## src/rtl/snes_pad_reader.sv

```systemverilog
// Polls two SNES controllers at a fixed rate. Each frame latches both pads, clocks out
// 16 serial bits, then publishes active-high button words together with a one-cycle valid.
module snes_pad_reader #(
  parameter int HALF_CYC  = 300,
  parameter int LATCH_CYC = 600,
  parameter int POLL_CYC  = 833333
) (
  input  logic        clock,
  input  logic        reset,
  input  logic        pad_data_p1,
  input  logic        pad_data_p2,
  output logic        pad_latch,
  output logic        pad_clk,
  output logic [15:0] buttons_p1,
  output logic [15:0] buttons_p2,
  output logic        valid,
  output logic        busy
);

  localparam int PHASE_MAX = (LATCH_CYC > HALF_CYC) ? LATCH_CYC : HALF_CYC;
  localparam int PHASE_W   = $clog2(PHASE_MAX + 1);
  localparam int POLL_W    = $clog2(POLL_CYC + 1);

  typedef enum logic [2:0] {
    IDLE,
    LATCH,
    CLK_LO,
    CLK_HI,
    DONE
  } state_t;

  state_t              state_reg, state_next;
  logic [PHASE_W-1:0]  phase_reg, phase_next;
  logic [3:0]          idx_reg, idx_next;
  logic [POLL_W-1:0]   poll_reg;
  logic [15:0]         raw_p1_reg, raw_p2_reg;
  logic                poll_tick;
  logic                sample_en;

  assign poll_tick = (poll_reg == POLL_W'(POLL_CYC - 1));
  // Pad data is stable by the first low cycle; it last changed on the previous rising pad_clk.
  assign sample_en = (state_reg == CLK_LO) && (phase_reg == '0);

  always_comb begin
    state_next = state_reg;
    phase_next = phase_reg + PHASE_W'(1);
    idx_next   = idx_reg;
    case (state_reg)
      IDLE: begin
        phase_next = '0;
        if (poll_tick) state_next = LATCH;
      end
      LATCH: begin
        if (phase_reg == PHASE_W'(LATCH_CYC - 1)) begin
          state_next = CLK_LO;
          phase_next = '0;
          idx_next   = '0;
        end
      end
      CLK_LO: begin
        if (phase_reg == PHASE_W'(HALF_CYC - 1)) begin
          state_next = CLK_HI;
          phase_next = '0;
        end
      end
      CLK_HI: begin
        if (phase_reg == PHASE_W'(HALF_CYC - 1)) begin
          phase_next = '0;
          if (idx_reg == 4'd15) begin
            state_next = DONE;
          end else begin
            state_next = CLK_LO;
            idx_next   = idx_reg + 4'd1;
          end
        end
      end
      DONE: begin
        state_next = IDLE;
        phase_next = '0;
      end
      default: begin
        state_next = IDLE;
        phase_next = '0;
      end
    endcase
  end

  always_ff @(posedge clock) begin
    if (reset) begin
      state_reg  <= IDLE;
      phase_reg  <= '0;
      idx_reg    <= '0;
      poll_reg   <= '0;
      raw_p1_reg <= 16'hFFFF;
      raw_p2_reg <= 16'hFFFF;
      pad_latch  <= 1'b0;
      pad_clk    <= 1'b1;
      busy       <= 1'b0;
      valid      <= 1'b0;
      buttons_p1 <= 16'h0000;
      buttons_p2 <= 16'h0000;
    end else begin
      state_reg <= state_next;
      phase_reg <= phase_next;
      idx_reg   <= idx_next;
      poll_reg  <= poll_tick ? '0 : poll_reg + POLL_W'(1);
      if (sample_en) begin
        raw_p1_reg[idx_reg] <= pad_data_p1;
        raw_p2_reg[idx_reg] <= pad_data_p2;
      end
      // Pin outputs follow the next state so they are registered yet aligned with state_reg.
      pad_latch <= (state_next == LATCH);
      pad_clk   <= (state_next != CLK_LO);
      busy      <= (state_next != IDLE);
      valid     <= (state_reg == DONE);
      if (state_reg == DONE) begin
        buttons_p1 <= ~raw_p1_reg;
        buttons_p2 <= ~raw_p2_reg;
      end
    end
  end

endmodule

```

## config.mk

```make
export PLATFORM = sky130hd
export DESIGN_NAME = snes_pad_reader
export DESIGN_NICKNAME = d
export VERILOG_FILES = /design/src/rtl/snes_pad_reader.sv
export SDC_FILE = /design/constraint.sdc
export NUM_CORES = 1
export LEC_CHECK = 0
export CORE_MARGIN = 5
export CORE_UTILIZATION = 50
export CTS_CLUSTER_SIZE = 25
export DETAILED_ROUTE_END_ITERATION = 16
export PLACE_DENSITY = 0.71
export SYNTH_ARGS = -nofsm -noshare
export SYNTH_HDL_FRONTEND = slang
export SYNTH_SLANG_ARGS = --single-unit
```

## constraint.sdc

```tcl
create_clock -name clock -period 2.65 [get_ports clock]
set_input_delay 0.795 -clock clock [delete_from_list [all_inputs] [get_ports clock]]
set_output_delay 0.795 -clock clock [all_outputs]
set_load 0.05 [all_outputs]
```

==> metrics.md, run 1 <==
| Metric | Value |
|---|---|
| Relative slew slack | `43.21%` |
| Iteration-0 DRC Markers | `124` |
| Pre-antenna DRT Iters | `4` |
| Dpl cells | `588` |
| Die area | `10340 um2` |
| Max-cap violations | `0` |
| Fin. Hold Viols | `0` |
| Htree depth | `3` |
| Routed length per instance | `13.88 um` |
| YS warnings | `0` |
| Power Total | `2.587 mW` |
| Largest register FFs | `20` |
| Leak | `1.873 nW` |
| # setup viols final | `0` |
| Slowest CP cell | `clkdlybuf4s50_1` |
| Worst path max stage delay | `0.83 ns` |
| Top delay family on crit path | `buffers and inverters` |
| Layout cell share with drive strength beyond 1 | `6.413%` |
| Met1 Use GR | `22.66%` |
| Final cell count without fillers | `604` |
| GR Util met3 | `2.686%` |
| Initial Util | `51.15%` |
| Distinct cells, synth | `41` |
| Status | `finished clean` |
| M2 GR Usage | `27.52%` |
| Sw power | `628.5 uW` |
| # port buffers | `39` |
| Post-route setup slack | `0.3009 ns` |
| Gr ovfl total | `0` |
| DP Wirelength | `5966 um` |
| Largest net degree at the start of global routing | `45` |
| Synthesized cell area | `4203 um2` |
| Total GRT Usage | `17.01%` |
| CP endpoint kind | `primary output` |
| Synth async-reset ratio | `0%` |
| First-pass GRT wire length | `14140 um` |
| Setup TNS | `0 ns` |
| Fillers | `724` |
| Chip height | `101.7 um` |
| Final core occ | `59.27%` |
| Cell internal pwr | `1.958 mW` |
| Fin crit share | `88.64%` |
| Nets | `506` |
| Worst-path fanout max | `2` |
| Initial antenna violation count | `0` |
| Worst-Margin Slew | `0.8440 ns` |
| PwrDens | `531.2 nW/um2` |
| RSZ-0062 raised after global routing | `false` |
| # IOs | `40` |
| Post-cts resize count | `0` |
| Root Driver | `clkbuf_8` |
| Final number of max-transition violations | `0` |
| Critical path launch point type | `flop` |
| Sw Ratio | `24.30%` |
| Skew final | `0.01162 ns` |
| Ys flop type | `dfxtp_1` |
| Fin crit period | `2.349 ns` |
| # hold bufs at CTS | `0` |
| Pre-CTS WS | `0.5614 ns` |
| Number of flops mapped to enable cells by yosys | `0` |
| Most utilized layer in the global route result | `met2` |
| Seq cells post-synth | `105` |
| WP buf/inv | `1` |
| CTS Buf Count | `9` |
| Post-CTS Setup Bufs | `0` |
| Diode count | `0` |
| TritonCTS clock tree | `yes` |
| Peak VDD IR | `0.0002428 V` |
| Gpl congestion | `0.8373` |
| Number of global-route vias before repair | `3022` |
| Fmax achieved | `425.7 MHz` |
| Post-synthesis net count | `474` |
| Die W | `101.7 um` |
| WP data required | `1.86 ns` |
| Sequential Area | `2102 um2` |
| DR DRC count | `0` |
| Clock power share | `36.7%` |
| CP Data Arrival Time | `1.55 ns` |
| Hold Crit Class | `flop to flop` |
| Insertion delay to the later sink of the worst-skew pair | `0.37 ns` |
| Multi-input logic area | `1973 um2` |
| Setup Crit Path Kind | `flop to primary output` |
| Mapped Cells | `462` |
| Combinational Power Share | `2.1%` |
| Core footprint | `8217 um2` |
| Sequential fraction of design power | `61.3%` |
| Synth Area per Inst | `9.097 um2` |
| Routed via count | `3160` |
| Total Routed Length | `8384 um` |
| Post-synthesis sequential area ratio | `50.01%` |
| Via density | `5.232` |
| Site row count | `33` |
| Clk sink count | `105` |
| Clk slew on worst S/H paths | `0.10 ns` |
| Buffer depth of the longest clock path | `2` |
| Detail Route Antenna Nets | `0` |
| Worst path cell trace | `clkdlybuf4s50_1` |
| Area Growth Syn to Fin | `15.87%` |
## power by group through the flow
stage               Sequential (mW)  Clock, mW  Combinational (mW)
global route                   1.59       1.04              0.0580
CTS                            1.59      0.973              0.0532
global placement               1.62          0              0.0526
finish                         1.59      0.948              0.0531
floorplan                      1.62          0              0.0361
detailed placement             1.62          0              0.0532
## Yosys cell counts (3+ instances only)
master      n  area share, %
a211oi_1   28            5.0
a21oi_1     8           0.95
and2_1      7            1.0
and3_1      5           0.74
buf_1       6           0.54
clkbuf_1   16            1.4
dfxtp_1   105             50
ha_1        8            2.4
inv_1      11           0.98
mux2i_1    33            7.9
nand2_1    33            2.9
nand3_1    13            1.5
nand4_1     5           0.74
nor2_1    113             10
nor2b_1     3           0.45
nor3_1      3           0.36
nor4_1      4           0.60
o21ai_0     5           0.60
or3_1       5           0.74
xnor2_1    13            2.7
xor2_1     13            2.7
## final timing paths
kind / endpoint / cells past startpoint / from / slack, ns
min: buttons_p1[5] / 1 / raw_p1_reg[5] / 0.44
max reg2reg: idx_reg[3] / 5 / phase_reg[4] / 0.53
max: buttons_p2[15] / 1 / buttons_p2[15] / 0.30
min reg2reg: buttons_p1[5] / 1 / raw_p1_reg[5] / 0.44
## stage by stage
| stage | area (um2) | hold slack, ns |
|---|---|---|
| finish | 4870 | 0.4396 |
| global route | 4870 | 0.4668 |
| CTS | 4870 | 0.4433 |
| detailed placement | 4683 | 0.4284 |
| global placement | 4683 | 0.4213 |
| floorplan | 4203 | 0.4146 |
## logic make-up after synthesis
logic type                 Yosys count  synth area share, %
muxes                               33                7.860
adders and majority gates            8                2.382
xor gates and xnor gates            26                5.418
AOI/OAI and AO/OA                   50                8.842
and+or+nand+nor                    206                22.42
buffers and inverters               34                3.066
DFF                                105                50.01
## area by class of cell
cell class                 instances  area share (%)
sequential                       105           43.17
inverter                          11          0.8479
timing repair buffer              44           8.941
clock buffer                       9           2.544
clock inverter                     7           1.285
tap                              105           2.698
multi-input combinational        323           40.52
## layout by cell type (no fill, tap or decap), types with 9 or more instances in the layout
cell,n
nor2_1,113
dfxtp_1,105
clkdlybuf4s50_1,38
nand2_1,33
mux2i_1,33
a211oi_1,28
nand3_1,13
xnor2_1,13
xor2_1,13
inv_1,11
clkbuf_8,9
## per-layer routing
layer  wire, um  share of wire (%)
met2       3890                 46
met1       4054                 48
met4        149                1.8
met5          0                  0
met3        290                3.5
(Power assumes the default switching activity.)
==> run 2: changes to the inputs <==
PLACE_DENSITY = 0.76   (was 0.71)
==> metrics.md, run 2 (synthesis results as in run 1) <==
| Metric | Value |
|---|---|
| Site row count | `33 (unchanged)` |
| Most frequent cells in the layout | `nor2_1 (113), dfxtp_1 (105), clkdlybuf4s50_1 (38) (unchanged)` |
| Reg2reg start | `phase_reg[4] (unchanged)` |
| Htree depth | `3 (unchanged)` |
| Max-cap violations | `0 (unchanged)` |
| CP endpoint kind | `primary output (unchanged)` |
| Largest register FFs | `20 (unchanged)` |
| Routed length per instance | `13.60 um (was 13.88 um)` |
| Largest net degree at the start of global routing | `57 (was 45)` |
| First-pass GRT wire length | `14030 um (was 14140 um)` |
| Worst-path fanout max | `2 (unchanged)` |
| # setup viols final | `0 (unchanged)` |
| Pre-antenna DRT Iters | `4 (unchanged)` |
| Slowest CP cell | `clkdlybuf4s50_1 (unchanged)` |
| Gr ovfl total | `0 (unchanged)` |
| Top delay family on crit path | `buffers and inverters (unchanged)` |
| Setup Crit Path Kind | `flop to primary output (unchanged)` |
| Iteration-0 DRC Markers | `179 (was 124)` |
| Chip height | `101.7 um (unchanged)` |
| TritonCTS clock tree | `yes (unchanged)` |
| Most utilized layer in the global route result | `met2 (unchanged)` |
| Core footprint | `8217 um2 (unchanged)` |
| Relative slew slack | `56.91% (was 43.21%)` |
| Fin crit period | `2.332 ns (was 2.349 ns)` |
| Post-CTS Setup Bufs | `0 (unchanged)` |
| Insertion delay to the later sink of the worst-skew pair | `0.36 ns (was 0.37 ns)` |
| RR Endpoint | `idx_reg[3] (unchanged)` |
| Critical path launch point type | `flop (unchanged)` |
| Post-cts resize count | `0 (unchanged)` |
| CP Data Arrival Time | `1.54 ns (was 1.55 ns)` |
| Via density | `5.243 (was 5.232)` |
| Met1 Use GR | `22.90% (was 22.66%)` |
| Worst-Margin Slew | `0.6404 ns (was 0.8440 ns)` |
| Die W | `101.7 um (unchanged)` |
| Peak VDD IR | `0.0003391 V (was 0.0002428 V)` |
| Root Driver | `clkbuf_8 (unchanged)` |
| M2 GR Usage | `26.86% (was 27.52%)` |
| Nets | `505 (was 506)` |
| Placed cell areas | `4676 um2 (was 4683 um2)` |
| PwrDens | `574.4 nW/um2 (was 531.2 nW/um2)` |
| Dpl cells | `587 (was 588)` |
| Skew final | `0.01245 ns (was 0.01162 ns)` |
| Initial antenna violation count | `0 (unchanged)` |
| Status | `finished clean (unchanged)` |
| GR Util met3 | `3.857% (was 2.686%)` |
| Crit path from | `buttons_p2[15] (unchanged)` |
| Number of global-route vias before repair | `2984 (was 3022)` |
| CTS Buf Count | `9 (unchanged)` |
| Buffer depth of the longest clock path | `2 (unchanged)` |
| Layout cell share with drive strength beyond 1 | `6.036% (was 6.413%)` |
| Hold Crit Class | `flop to flop (unchanged)` |
| WP data required | `1.86 ns (about the same)` |
| Worst path cell trace | `clkdlybuf4s50_1 (unchanged)` |
| Worst setup path end | `buttons_p2[15] (unchanged)` |
| Gpl congestion | `0.8090 (was 0.8373)` |
| DR DRC count | `0 (unchanged)` |
| Fin. Hold Viols | `0 (unchanged)` |
| RSZ-0062 raised after global routing | `false (unchanged)` |
| Commonest non-fill, non-tap cell in the layout | `nor2_1 (unchanged)` |
| Clk slew on worst S/H paths | `0.10 ns (about the same)` |
| # hold bufs at CTS | `0 (unchanged)` |
| Detail Route Antenna Nets | `0 (unchanged)` |
| Worst path max stage delay | `0.81 ns (was 0.83 ns)` |
| Final number of max-transition violations | `0 (unchanged)` |
| DP Wirelength | `5805 um (was 5966 um)` |
| Setup TNS | `0 ns (unchanged)` |
| WP buf/inv | `1 (unchanged)` |
| Final cell count without fillers | `602 (was 604)` |
| # port buffers | `39 (unchanged)` |
| Fin area | `4926 um2 (was 4870 um2)` |
| # IOs | `40 (unchanged)` |
| Die area | `10340 um2 (unchanged)` |
| Leak | `1.910 nW (was 1.873 nW)` |
| Diode count | `0 (unchanged)` |
| Area Growth Syn to Fin | `17.21% (was 15.87%)` |
| Critical Path Stages | `1 (unchanged)` |
| Initial Util | `51.15% (unchanged)` |
| Reg2reg path depth | `5 (unchanged)` |
| Clk sink count | `105 (unchanged)` |
| Routed via count | `3156 (was 3160)` |
| Power Total | `2.829 mW (was 2.587 mW)` |
| Total Routed Length | `8190 um (was 8384 um)` |
| Fmax achieved | `428.9 MHz (was 425.7 MHz)` |
| Fin crit share | `87.99% (was 88.64%)` |
| Total GRT Usage | `16.82% (was 17.01%)` |
| Fillers | `719 (was 724)` |
| Setup slack, reg-to-reg | `0.57 ns (was 0.53 ns)` |
==> run 2: per-layer routing <==
layer  vias to the layer above  wire length, um
met5                         -                0
met3                        10              350
li1                       1632                -
met2                        49             3829
met4                         0               89
met1                      1465             3920
==> run 2: stage by stage <==
step / worst slack [ns] / util, % / hold slack, ns
2_1_floorplan: 0.7396 / - / 0.4146
3_3_place_gp: 0.6151 / 56.91 / 0.4227
3_5_place_dp: 0.5928 / 56.91 / 0.4268
4_1_cts: 0.2953 / 59.95 / 0.4398
5_1_grt: 0.2623 / 59.95 / 0.4484
6_report: 0.3182 / 59.95 / 0.4343
==> run 2: how the worst min path moves through the flow <==
stage,endpoint,slack (ns),from,depth (start not counted)
after floorplan,buttons_p1[10],0.41,raw_p1_reg[10],1
after global placement,buttons_p1[0],0.42,raw_p1_reg[0],1
after detailed placement,buttons_p1[10],0.43,raw_p1_reg[10],1
after CTS,buttons_p2[14],0.44,raw_p2_reg[14],1
after global routing,buttons_p2[14],0.45,raw_p2_reg[14],1
final,buttons_p2[14],0.43,raw_p2_reg[14],1
==> run 2: power by group <==
part / switching [mW] / internal, mW / total (mW) / leakage (nW)
Sequential: 0.00450 / 1.58 / 1.58 / 0.847
Clock: 0.514 / 0.678 / 1.19 / 0.126
Combinational: 0.0364 / 0.0167 / 0.0532 / 0.936
==> run 2: area by class of cell <==
cell class,count,area [um2],area share (%)
Timing Repair Buffer,43,427.9,8.687
Tap cell,105,131.4,2.667
Inverter,11,41.29,0.8382
Sequential cell,105,2102,42.67
Clock inverter,4,98.84,2.007
Clock buffer,11,151.4,3.073
Multi-Input combinational cell,323,1973,40.06
==> run 3: changes to the inputs <==
--- a/constraint.sdc
+++ b/constraint.sdc
@@ -3,2 +3,2 @@
 set_output_delay 0.795 -clock clock [all_outputs]
-set_load 0.05 [all_outputs]
+set_load 0.01 [all_outputs]
==> metrics.md, run 3 (synthesis results as in run 1) <==
| Metric | Value |
|---|---|
| Status | `finished clean (unchanged)` |
| Via density | `5.235 (was 5.243)` |
| CTS Buf Count | `9 (unchanged)` |
| Sw Ratio | `23.30% (was 19.61%)` |
| Root Driver | `clkbuf_8 (unchanged)` |
| Routed via count | `3162 (was 3156)` |
| Sw power | `592.1 uW (was 554.8 uW)` |
| Worst-path fanout max | `5 (was 2)` |
| WP data required | `2.89 ns (was 1.86 ns)` |
| Peak VDD IR | `0.0003190 V (was 0.0003391 V)` |
| TritonCTS clock tree | `yes (unchanged)` |
| Buffer depth of the longest clock path | `2 (unchanged)` |
| Max-cap violations | `0 (unchanged)` |
| Slowest CP cell | `or4b_2 (was clkdlybuf4s50_1)` |
| First-pass GRT wire length | `13250 um (was 14030 um)` |
| Fmax achieved | `478.3 MHz (was 428.9 MHz)` |
| DP Wirelength | `5715 um (was 5805 um)` |
| Nets | `506 (was 505)` |
| RSZ-0062 raised after global routing | `false (unchanged)` |
| Diode count | `0 (unchanged)` |
| Leak | `1.865 nW (was 1.910 nW)` |
| Die area | `10340 um2 (unchanged)` |
| Site row count | `33 (unchanged)` |
| Hold Crit Class | `flop to flop (unchanged)` |
| Post-CTS Setup Bufs | `0 (unchanged)` |
| Setup Crit Path Kind | `flop to flop (was flop to primary output)` |
| Worst path max stage delay | `0.60 ns (was 0.81 ns)` |
| Gr ovfl total | `0 (unchanged)` |
| Routed length per instance | `13.15 um (was 13.60 um)` |
| Total GRT Usage | `15.76% (was 16.82%)` |
| Worst-Margin Slew | `0.6115 ns (was 0.6404 ns)` |
| Insertion delay to the later sink of the worst-skew pair | `0.36 ns (about the same)` |
| Clk sink count | `105 (unchanged)` |
| DR DRC count | `0 (unchanged)` |
| Post-cts resize count | `0 (unchanged)` |
| Fin crit share | `78.89% (was 87.99%)` |
| Clock power share | `35.6% (was 42.1%)` |
| Combinational Power Share | `2.0% (was 1.9%)` |
| # IOs | `40 (unchanged)` |
| Most frequent cells in the layout | `nor2_1 (113), dfxtp_1 (105), clkdlybuf4s50_1 (38) (unchanged)` |
| Pre-CTS WS | `0.5609 ns (was 0.5928 ns)` |
| # hold bufs at CTS | `0 (unchanged)` |
| Initial Util | `51.15% (unchanged)` |
| Area Growth Syn to Fin | `15.51% (was 17.21%)` |
| Initial antenna violation count | `0 (unchanged)` |
| Cell internal pwr | `1.949 mW (was 2.275 mW)` |
| Post-route setup slack | `0.5594 ns (was 0.3182 ns)` |
| Core footprint | `8217 um2 (unchanged)` |
| CP Data Arrival Time | `2.33 ns (was 1.54 ns)` |
| Pre-antenna DRT Iters | `4 (unchanged)` |
| Gpl congestion | `0.7905 (was 0.8090)` |
| Final number of max-transition violations | `0 (unchanged)` |
| # port buffers | `39 (unchanged)` |
| Fin. Hold Viols | `0 (unchanged)` |
| Relative slew slack | `58.86% (was 56.91%)` |
| Setup slack, reg-to-reg | `0.56 ns (was 0.57 ns)` |
| CP endpoint kind | `flop (was primary output)` |
| Htree depth | `3 (unchanged)` |
| Clk slew on worst S/H paths | `0.10 ns (about the same)` |
| Detail Route Antenna Nets | `0 (unchanged)` |
| Layout cell share with drive strength beyond 1 | `6.212% (was 6.036%)` |
| Worst path cell trace | `inv_1, ha_1, or4b_2, nor4_2, and2_1, nand2_1, mux2i_1 (was clkdlybuf4s50_1)` |
| PwrDens | `523.5 nW/um2 (was 574.4 nW/um2)` |
| Commonest non-fill, non-tap cell in the layout | `nor2_1 (unchanged)` |
| Largest net degree at the start of global routing | `57 (unchanged)` |
| Sequential fraction of design power | `62.4% (was 56.0%)` |
| Number of global-route vias before repair | `2850 (was 2984)` |
| Skew final | `0.01692 ns (was 0.01245 ns)` |
| Iteration-0 DRC Markers | `85 (was 179)` |
| Total Routed Length | `7940 um (was 8190 um)` |
| Die W | `101.7 um (unchanged)` |
| Fin crit period | `2.091 ns (was 2.332 ns)` |
| Setup TNS | `0 ns (unchanged)` |
| Chip height | `101.7 um (unchanged)` |
| Largest register FFs | `20 (unchanged)` |
| Critical path launch point type | `flop (unchanged)` |
| # setup viols final | `0 (unchanged)` |
[run 3: cell count changes in the layout (fill, tap and decap cells not counted)]
cell        delta
buf_12         -1
buf_4          +2
bufinv_16      -3
clkbuf_1       +1
clkbuf_8       -2
clkinv_4       +2
clkinv_8       +1
clkinvlp_4     +3
inv_6          -1
[run 3: area by class of cell]
type | instances | area (um2)
inverter | 11 | 41.29
sequential | 105 | 2102
multi-input combinational | 323 | 1973
timing repair buffer | 44 | 422.9
clock buffer | 10 | 127.6
tap | 105 | 131.4
fill | 715 | 3362
clock inverter | 6 | 56.30
[run 3: metrics by stage]
stage               area (um2)  hold WS, ns  instances  util (%)  total power, mW
global route              4855       0.4481        604     59.08            2.640
detailed placement        4671       0.4239        588     56.84            1.673
floorplan                 4203       0.4140        462         -            1.657
global placement          4671       0.4244        588     56.84            1.673
finish                    4855       0.4312        604     59.08            2.541
CTS                       4855       0.4285        604     59.08            2.557
[run 3: path summary, 6_finish.rpt]
path,endpoint,from,cells after the start
worst max register to register,raw_p2_reg[10],phase_reg[0],7
worst min register to register,buttons_p2[0],raw_p2_reg[0],1
worst max-delay path,raw_p2_reg[10],phase_reg[0],7
worst min-delay path,buttons_p2[0],raw_p2_reg[0],1
[run 3: routing by layer]
metal / share of wire [%] / global-route usage, %
met2: 46 / 24.09
met3: 3.5 / 3.030
met4: 1.2 / 4.806
met5: 0 / 0
met1: 49 / 22.56
[run 3: power by group through the flow]
stage	clock network, mW	logic, mW	registers (mW)
detailed placement	0	0.0514	1.62
finish	0.904	0.0518	1.59
floorplan	0	0.0361	1.62
CTS	0.920	0.0521	1.59
global placement	0	0.0514	1.62
global route	0.996	0.0578	1.59
[run 3: worst max-delay path, delay by kind of cell, from the launching register on]
family,cells,cell delay [ns]
muxes,1,0.15
adders and majority gates,1,0.13
and+or+nand+nor,4,1.28
buffers and inverters,1,0.07
DFF,1,0.36
